**src/rtl/nch_trigger_sequencer_pkg.sv**
```systemverilog
// Shared definitions for the N-channel trigger sequencer: sequencer state
// encoding, default parameter values and a saturating-increment helper.
package trigger_pkg;

    typedef enum logic [1:0] {
        ST_IDLE,
        ST_DELAY,
        ST_FIRE,
        ST_HOLDOFF
    } state_t;

    localparam int unsigned DEF_N_CH  = 4;
    localparam int unsigned DEF_WIN_W = 8;
    localparam int unsigned DEF_DLY_W = 12;
    localparam int unsigned DEF_HO_W  = 16;
    localparam int unsigned DEF_CNT_W = 32;
    localparam int unsigned DEF_TS_W  = 48;

    // Increment a counter of the given width (1..64), sticking at all-ones.
    function automatic logic [63:0] sat_inc(input logic [63:0] val, input int unsigned width);
        logic [63:0] max_val;
        max_val = 64'hFFFF_FFFF_FFFF_FFFF >> (64 - width);
        return (val >= max_val) ? max_val : val + 64'd1;
    endfunction

endpackage

```
**src/rtl/nch_trigger_sequencer_coinc_window.sv**
```systemverilog
// Per-channel rising-edge detector with a reloadable coincidence window.
// The channel reports "open" on the edge cycle and while the window runs.
module coinc_window #(
    parameter int unsigned WIN_W = 8
) (
    input  logic             i_clk,
    input  logic             i_rst_n,
    input  logic             i_signal,
    input  logic             i_mask,
    input  logic             i_arm,
    input  logic             i_clear,
    input  logic [WIN_W-1:0] i_load,
    output logic             o_open
);

    logic             r_prev;
    logic [WIN_W-1:0] r_win;
    logic             w_edge;

    assign w_edge = i_signal & ~r_prev & i_mask & i_arm;
    assign o_open = w_edge | (r_win != '0);

    // Previous-sample tracking always runs; window reloads on edge, else counts down.
    always_ff @(posedge i_clk or negedge i_rst_n) begin
        if (!i_rst_n) begin
            r_prev <= 1'b0;
            r_win  <= '0;
        end else begin
            r_prev <= i_signal;
            if (i_clear) begin
                r_win <= '0;
            end else if (w_edge) begin
                r_win <= i_load;
            end else if (r_win != '0) begin
                r_win <= r_win - 1'b1;
            end
        end
    end

endmodule

```
**src/rtl/nch_trigger_sequencer.sv**
```systemverilog
// N-channel majority-coincidence trigger sequencer (IDLE/DELAY/FIRE/HOLDOFF)
// with saturating trigger, live-time and dead-time counters.
// Optional macro TRIG_TIMESTAMP_EN adds a free-running timestamp latched at FIRE.
module nch_trigger_sequencer
    import trigger_pkg::*;
#(
    parameter int unsigned N_CH  = DEF_N_CH,
    parameter int unsigned WIN_W = DEF_WIN_W,
    parameter int unsigned DLY_W = DEF_DLY_W,
    parameter int unsigned HO_W  = DEF_HO_W,
    parameter int unsigned CNT_W = DEF_CNT_W,
    parameter int unsigned TS_W  = DEF_TS_W
) (
    input  logic                       CLK,
    input  logic                       RESET,
    input  logic [N_CH-1:0]            SIGNAL,
    input  logic [N_CH-1:0]            CHANNEL_MASK,
    input  logic [$clog2(N_CH+1)-1:0]  MAJORITY,
    input  logic [WIN_W-1:0]           WINDOW,
    input  logic [DLY_W-1:0]           DELAY,
    input  logic [HO_W-1:0]            HOLDOFF,
    input  logic                       ENABLE,
    input  logic                       FORCE_TRIGGER,
    input  logic                       CLEAR_COUNTERS,
    output logic                       TRIGGER_OUT,
    output logic                       LIVE_ACQUISITION,
    output logic [N_CH-1:0]            TRIGGER_PATTERN,
    output logic [CNT_W-1:0]           NTRIGGERS,
    output logic [CNT_W-1:0]           LIVE_TIME,
    output logic [CNT_W-1:0]           DEAD_TIME,
    output logic [TS_W-1:0]            TIMESTAMP
);

    localparam int unsigned MAJ_W = $clog2(N_CH + 1);
    localparam int unsigned SEQ_W = (DLY_W > HO_W) ? DLY_W : HO_W;

    state_t             r_state;
    state_t             w_state_next;
    logic [SEQ_W-1:0]   r_seq_cnt;
    logic [SEQ_W-1:0]   w_seq_cnt_next;
    logic               r_force_prev;
    logic               w_force_edge;
    logic               w_idle;
    logic               w_accept;
    logic               w_coinc;
    logic               w_win_clear;
    logic [WIN_W-1:0]   w_win_load;
    logic [N_CH-1:0]    w_open;
    logic [MAJ_W-1:0]   w_open_cnt;
    logic [N_CH-1:0]    r_pattern;
    logic [CNT_W-1:0]   r_ntrig;
    logic [CNT_W-1:0]   r_live;
    logic [CNT_W-1:0]   r_dead;

    assign w_idle       = (r_state == ST_IDLE);
    assign w_force_edge = FORCE_TRIGGER & ~r_force_prev;
    assign w_win_load   = (WINDOW == '0) ? '0 : WINDOW - 1'b1;
    // Windows are flushed on accept and held empty for the whole sequence.
    assign w_win_clear  = ~w_idle | w_accept;

    for (genvar g = 0; g < N_CH; g++) begin : g_ch
        coinc_window #(.WIN_W(WIN_W)) u_win (
            .i_clk    (CLK),
            .i_rst_n  (RESET),
            .i_signal (SIGNAL[g]),
            .i_mask   (CHANNEL_MASK[g]),
            .i_arm    (w_idle),
            .i_clear  (w_win_clear),
            .i_load   (w_win_load),
            .o_open   (w_open[g])
        );
    end

    // Count open channels for the majority decision.
    always_comb begin
        w_open_cnt = '0;
        for (int unsigned i = 0; i < N_CH; i++) begin
            w_open_cnt = w_open_cnt + MAJ_W'(w_open[i]);
        end
    end

    assign w_coinc = (MAJORITY != '0) && (w_open_cnt >= MAJORITY);

    // Sequencer next-state and delay/holdoff counter loading.
    always_comb begin
        w_state_next   = r_state;
        w_seq_cnt_next = r_seq_cnt;
        w_accept       = 1'b0;
        case (r_state)
            ST_IDLE: begin
                if (ENABLE && (w_coinc || w_force_edge)) begin
                    w_accept = 1'b1;
                    if (DELAY == '0) begin
                        w_state_next = ST_FIRE;
                    end else begin
                        w_state_next   = ST_DELAY;
                        w_seq_cnt_next = SEQ_W'(DELAY - 1'b1);
                    end
                end
            end
            ST_DELAY: begin
                if (r_seq_cnt == '0) begin
                    w_state_next = ST_FIRE;
                end else begin
                    w_seq_cnt_next = r_seq_cnt - 1'b1;
                end
            end
            ST_FIRE: begin
                if (HOLDOFF == '0) begin
                    w_state_next = ST_IDLE;
                end else begin
                    w_state_next   = ST_HOLDOFF;
                    w_seq_cnt_next = SEQ_W'(HOLDOFF - 1'b1);
                end
            end
            ST_HOLDOFF: begin
                if (r_seq_cnt == '0) begin
                    w_state_next = ST_IDLE;
                end else begin
                    w_seq_cnt_next = r_seq_cnt - 1'b1;
                end
            end
            default: w_state_next = ST_IDLE;
        endcase
    end

    // Sequencer state, counter and force-edge history registers.
    always_ff @(posedge CLK or negedge RESET) begin
        if (!RESET) begin
            r_state      <= ST_IDLE;
            r_seq_cnt    <= '0;
            r_force_prev <= 1'b0;
        end else begin
            r_state      <= w_state_next;
            r_seq_cnt    <= w_seq_cnt_next;
            r_force_prev <= FORCE_TRIGGER;
        end
    end

    // Latch the open-channel pattern on accept; a pure software trigger records zero.
    always_ff @(posedge CLK or negedge RESET) begin
        if (!RESET) begin
            r_pattern <= '0;
        end else if (w_accept) begin
            r_pattern <= w_coinc ? w_open : '0;
        end
    end

    // Saturating statistics counters; clear wins over increment.
    always_ff @(posedge CLK or negedge RESET) begin
        if (!RESET) begin
            r_ntrig <= '0;
            r_live  <= '0;
            r_dead  <= '0;
        end else if (CLEAR_COUNTERS) begin
            r_ntrig <= '0;
            r_live  <= '0;
            r_dead  <= '0;
        end else begin
            if (r_state == ST_FIRE) r_ntrig <= CNT_W'(sat_inc(64'(r_ntrig), CNT_W));
            if (ENABLE && w_idle)   r_live  <= CNT_W'(sat_inc(64'(r_live), CNT_W));
            if (ENABLE && !w_idle)  r_dead  <= CNT_W'(sat_inc(64'(r_dead), CNT_W));
        end
    end

    assign TRIGGER_OUT      = (r_state == ST_FIRE);
    assign LIVE_ACQUISITION = ENABLE && w_idle;
    assign TRIGGER_PATTERN  = r_pattern;
    assign NTRIGGERS        = r_ntrig;
    assign LIVE_TIME        = r_live;
    assign DEAD_TIME        = r_dead;

`ifdef TRIG_TIMESTAMP_EN
    logic [TS_W-1:0] r_ts_free;
    logic [TS_W-1:0] r_ts_latch;

    // Free-running time base, captured during the FIRE cycle.
    always_ff @(posedge CLK or negedge RESET) begin
        if (!RESET) begin
            r_ts_free  <= '0;
            r_ts_latch <= '0;
        end else begin
            r_ts_free <= r_ts_free + 1'b1;
            if (r_state == ST_FIRE) r_ts_latch <= r_ts_free;
        end
    end

    assign TIMESTAMP = r_ts_latch;
`else
    assign TIMESTAMP = '0;
`endif

endmodule

```
**config.mk**
```make
export PLATFORM = sky130hd
export DESIGN_NAME = nch_trigger_sequencer
export DESIGN_NICKNAME = d
export VERILOG_FILES = /design/src/rtl/nch_trigger_sequencer_pkg.sv /design/src/rtl/nch_trigger_sequencer_coinc_window.sv /design/src/rtl/nch_trigger_sequencer.sv
export SDC_FILE = /design/constraint.sdc
export NUM_CORES = 1
export LEC_CHECK = 0
export CAP_MARGIN = 20
export CORE_MARGIN = 1
export CORE_UTILIZATION = 30
export CTS_BUF_LIST = sky130_fd_sc_hd__clkbuf_4
export DETAILED_ROUTE_END_ITERATION = 8
export SLEW_MARGIN = 20
export SYNTH_ARGS = -nofsm -noshare
export SYNTH_HDL_FRONTEND = slang
export SYNTH_SLANG_ARGS = --single-unit
```
**constraint.sdc**
```tcl
create_clock -name CLK -period 3.95 [get_ports CLK]
set_input_delay 0.395 -clock CLK [delete_from_list [all_inputs] [get_ports CLK]]
set_output_delay 0.395 -clock CLK [all_outputs]
set_load 0.05 [all_outputs]
```
==> run_results.csv <==
group,metric,value,unit
run_status,status,"finished, final reports clean",
sta,setup_viol,0,
synthesis,ys_warn_count,0,
finish,fin_area,0.01237,sq mm
global_routing,grt.total_usage,17.02,%
critical_path,startpoint_type,"flip-flop",
floorplan,die_x,183.9,um
critical_path,timing.rr.start,"g_ch[0].u_win.r_win[5]",
global_routing,grt_pass1_vias,8729,
power_and_ir_drop,swShare,43.25,%
finish,syn_to_final_growth,24.65,%
route,drt-pass1-iter-count,6,
sta,finalHoldWorstSlack,0.2802,ns
synthesis,synth_area_leaders,"dfrtp_1 39%, nor2_1 4.8%, a211oi_1 4.4%",
synthesis,ys_types,67,
sta,timing.max_slew.rel_slack,33.46,%
clocking,cts_tree,"done",
synthesis,syn_area_per_cell,8.610,sq um
floorplan,fp.dieH,183.9,um
clocking,htreeDepth,4,
critical_path,critPathLaunch,"g_ch[0].u_win.r_win[5]",
clocking,clk_pin_slew_worst_paths,0.16,ns
route,vias,9390,
floorplan,initial_core_util,30.51,%
global_routing,grt_max_degree,84,
run,drv_cap,0,
global_routing,antenna_found_initial,1,
synthesis,synth-main-ff-cell,"dfrtp_1",
worst_hold_path,hold_class,"input pin to flip-flop",
clocking,cts_sinks,155,
floorplan,rows,66,
sta,finalHoldViolCount,0,
power_and_ir_drop,vdd_ir_drop_max,310.0,uV
global_routing,grt_pass1_wl,46010,um
global_routing,overflow,0,
sta,fin_crit_sh,96.08,%
floorplan,dieArea,0.03382,sq mm
synthesis,synth_cells,1153,
critical_path,criticalPathCategory,"flip-flop to flip-flop",
synthesis,syn_area,0.009927,sq mm
critical_path,crit_path_end_kind,"flip-flop",
floorplan,core_area,0.03254,sq mm
sta,max_freq,263.5,MHz
finish,final_net_count,1394,
route,ant_nets,0,
placed_design,numPortBuffers,153,
power_and_ir_drop,pwr-share-seq,32.8,%
worst_hold_path,holdPathStages,1,
route,drt-total-wl,28600,um
route,wl_per_cell,16.09,um
sta,fin_crit,3.795,ns
placed_design,place_hpwl,20440,um
power_and_ir_drop,pwr-share-comb,51.3,%
placed_design,numPlacedInstances,1740,
clocking,cts_max_path_buffers,2,
power_and_ir_drop,pwr-share-clk,16.0,%
worst_hold_path,min_from,"SIGNAL[1]",
sta,finalClockSkew,0.03868,ns
route,viasPerCell,5.284,
finish,drive_gt1_share,8.396,%
finish,final_util,38.03,%
power_and_ir_drop,power,6.261,mW
synthesis,async_flop_share,100.0,%
clocking,cts_root_buffer,"clkbuf_4",
sta,drv_slew,0,
route,drcViolationCount,0,
placed_design,place_area,0.01196,sq mm
finish,final_cells,1777,
route,drt_iter0_drc,737,
floorplan,io_pins,202,
synthesis,ys_seq_area_share,39.07,%
sta,worstMarginPinSlew,0.9890,ns
critical_path,worst_ep_arrival_time,4.29,ns
synthesis,synth_edf_count,0,
power_and_ir_drop,p_sw,2.708,mW
critical_path,worstPathRequired,4.44,ns
critical_path,cp_cell_sequence,"nor3_2 > nand2b_1 > nor4b_4 > nand2_2 > fa_1 > ha_1 > ha_1 > ha_4 > a211oi_4 > nor4_1 > a22o_1",
clocking,clk_latency,0.56,ns
clocking,cts_buffers,17,
critical_path,cp_common_cell,"ha_1",
synthesis,netlist.top_cell.by_area,"dfrtp_1",
critical_path,cp_max_fo,4,
critical_path,reg2reg_depth,11,
power_and_ir_drop,power_density,506.0,mW/mm^2
synthesis,ys_ff_latch,155,
critical_path,crit_slowest_cell,"nor4_1",
critical_path,slowest_delay,0.84,ns
power_and_ir_drop,p_int,3.553,mW
synthesis,synth_top_area_share,39.07,%
power_and_ir_drop,leakagePower,4.973,nW
placed_design,place.gp.congestion,0.8175,
[cell families after synthesis]
family                     count (synthesis)  share of synthesized area, %
buffers and inverters                    133                         6.995
other                                      1                       0.03778
AOI/OAI and AO/OA                        269                         18.00
muxes                                     39                         4.071
and+or+nand+nor                          485                         24.69
xor gates and xnor gates                  50                         4.411
DFF                                      155                         39.07
adders and majority gates                 21                         2.722
[registers in the layout (all words and copies together), names as in the netlist]
name               flops
r_seq_cnt             16
DEAD_TIME             32
LIVE_TIME             32
g_ch.u_win.r_prev      4
NTRIGGERS             32
TRIGGER_PATTERN        4
r_force_prev           1
r_state                2
g_ch.u_win.r_win      32
[Yosys cell counts, drive strengths merged (5+ instances only)]
master	n
nand3	54
nand2b	9
nor2	127
o211ai	5
or4	10
a21oi	67
a311oi	18
xnor2	24
buf	53
xor2	26
nor3b	9
o31ai	10
and4	16
mux2	11
and3	33
or3	11
ha	20
nor4	22
nor4b	5
a41oi	6
a31oi	17
mux2i	28
and2	15
a211oi	59
inv	34
dfrtp	155
clkbuf	46
a22o	6
nand2	95
nor3	53
o21ai	51
nand4	17
[final cells by class]
type                       instances  area [sq um]
antenna                            1         2.502
clock buffer                      19         142.6
clock inverter                    13         131.4
fill                            3327         20160
inverter                          34         127.6
multi-input combinational        912          5637
sequential                       155          3879
tap                              442         553.0
timing repair buffer             201          1902
[power by group through the flow]
stage | clock network (mW) | registers, mW | logic [mW]
6_report | 0.999 | 2.05 | 3.21
5_1_grt | 1.11 | 2.09 | 3.55
3_3_place_gp | 0 | 2.07 | 2.87
2_1_floorplan | 0 | 2.13 | 2.01
4_1_cts | 1.05 | 2.05 | 2.98
3_5_place_dp | 0 | 2.07 | 2.94
[worst max-delay path, delay by kind of cell, from the launching register on]
kind	cells	cell delay (ns)
flops	1	0.41
simple gates	5	1.71
compound gates	2	0.33
fa+ha+maj	4	1.29
[what timing repair did]
item,4_1_cts,5_1_grt
setup buffers,0,3
endpoints found under the setup margin,50,50
hold buffers,1,0
endpoints found under the hold margin,62,0
pin swaps,0,9
cloned,0,1
resized for setup,7,11
[through the flow]
stage	setup WS (ns)	setup TNS (ns)
floorplan	0.005825	0
CTS	0.01240	0
detailed placement	-0.2355	-3.490
global route	-0.01565	-0.01565
finish	0.1549	0
global placement	-0.1726	-1.762
[cell usage in the layout, fill, tap and decap left out, types with 24 or more instances in the layout]
cell type	instances
a211oi_1	57
a21oi_1	67
and3_1	33
buf_4	45
clkdlybuf4s50_1	150
conb_1	48
dfrtp_1	155
inv_1	33
mux2i_1	28
nand2_1	93
nand3_1	53
nor2_1	127
nor3_1	51
o21ai_0	47
xnor2_1	24
xor2_1	26
[metal layers]
metal	track usage, %	part of all wire (%)
met1	23.18	47
met2	27.50	47
met3	2.971	5.2
met4	4.867	1.4
met5	0	0
[worst paths after layout]
check	slack [ns]	end
max	0.15	TRIGGER_PATTERN[1]
min	0.28	g_ch[1].u_win.r_prev
max reg2reg	0.15	TRIGGER_PATTERN[1]
min reg2reg	0.54	TRIGGER_PATTERN[3]
max in group asynchronous	2.51	DEAD_TIME[31]
min in group asynchronous	0.34	LIVE_TIME[0]
No activity file was read; power rests on OpenSTA's default activity.
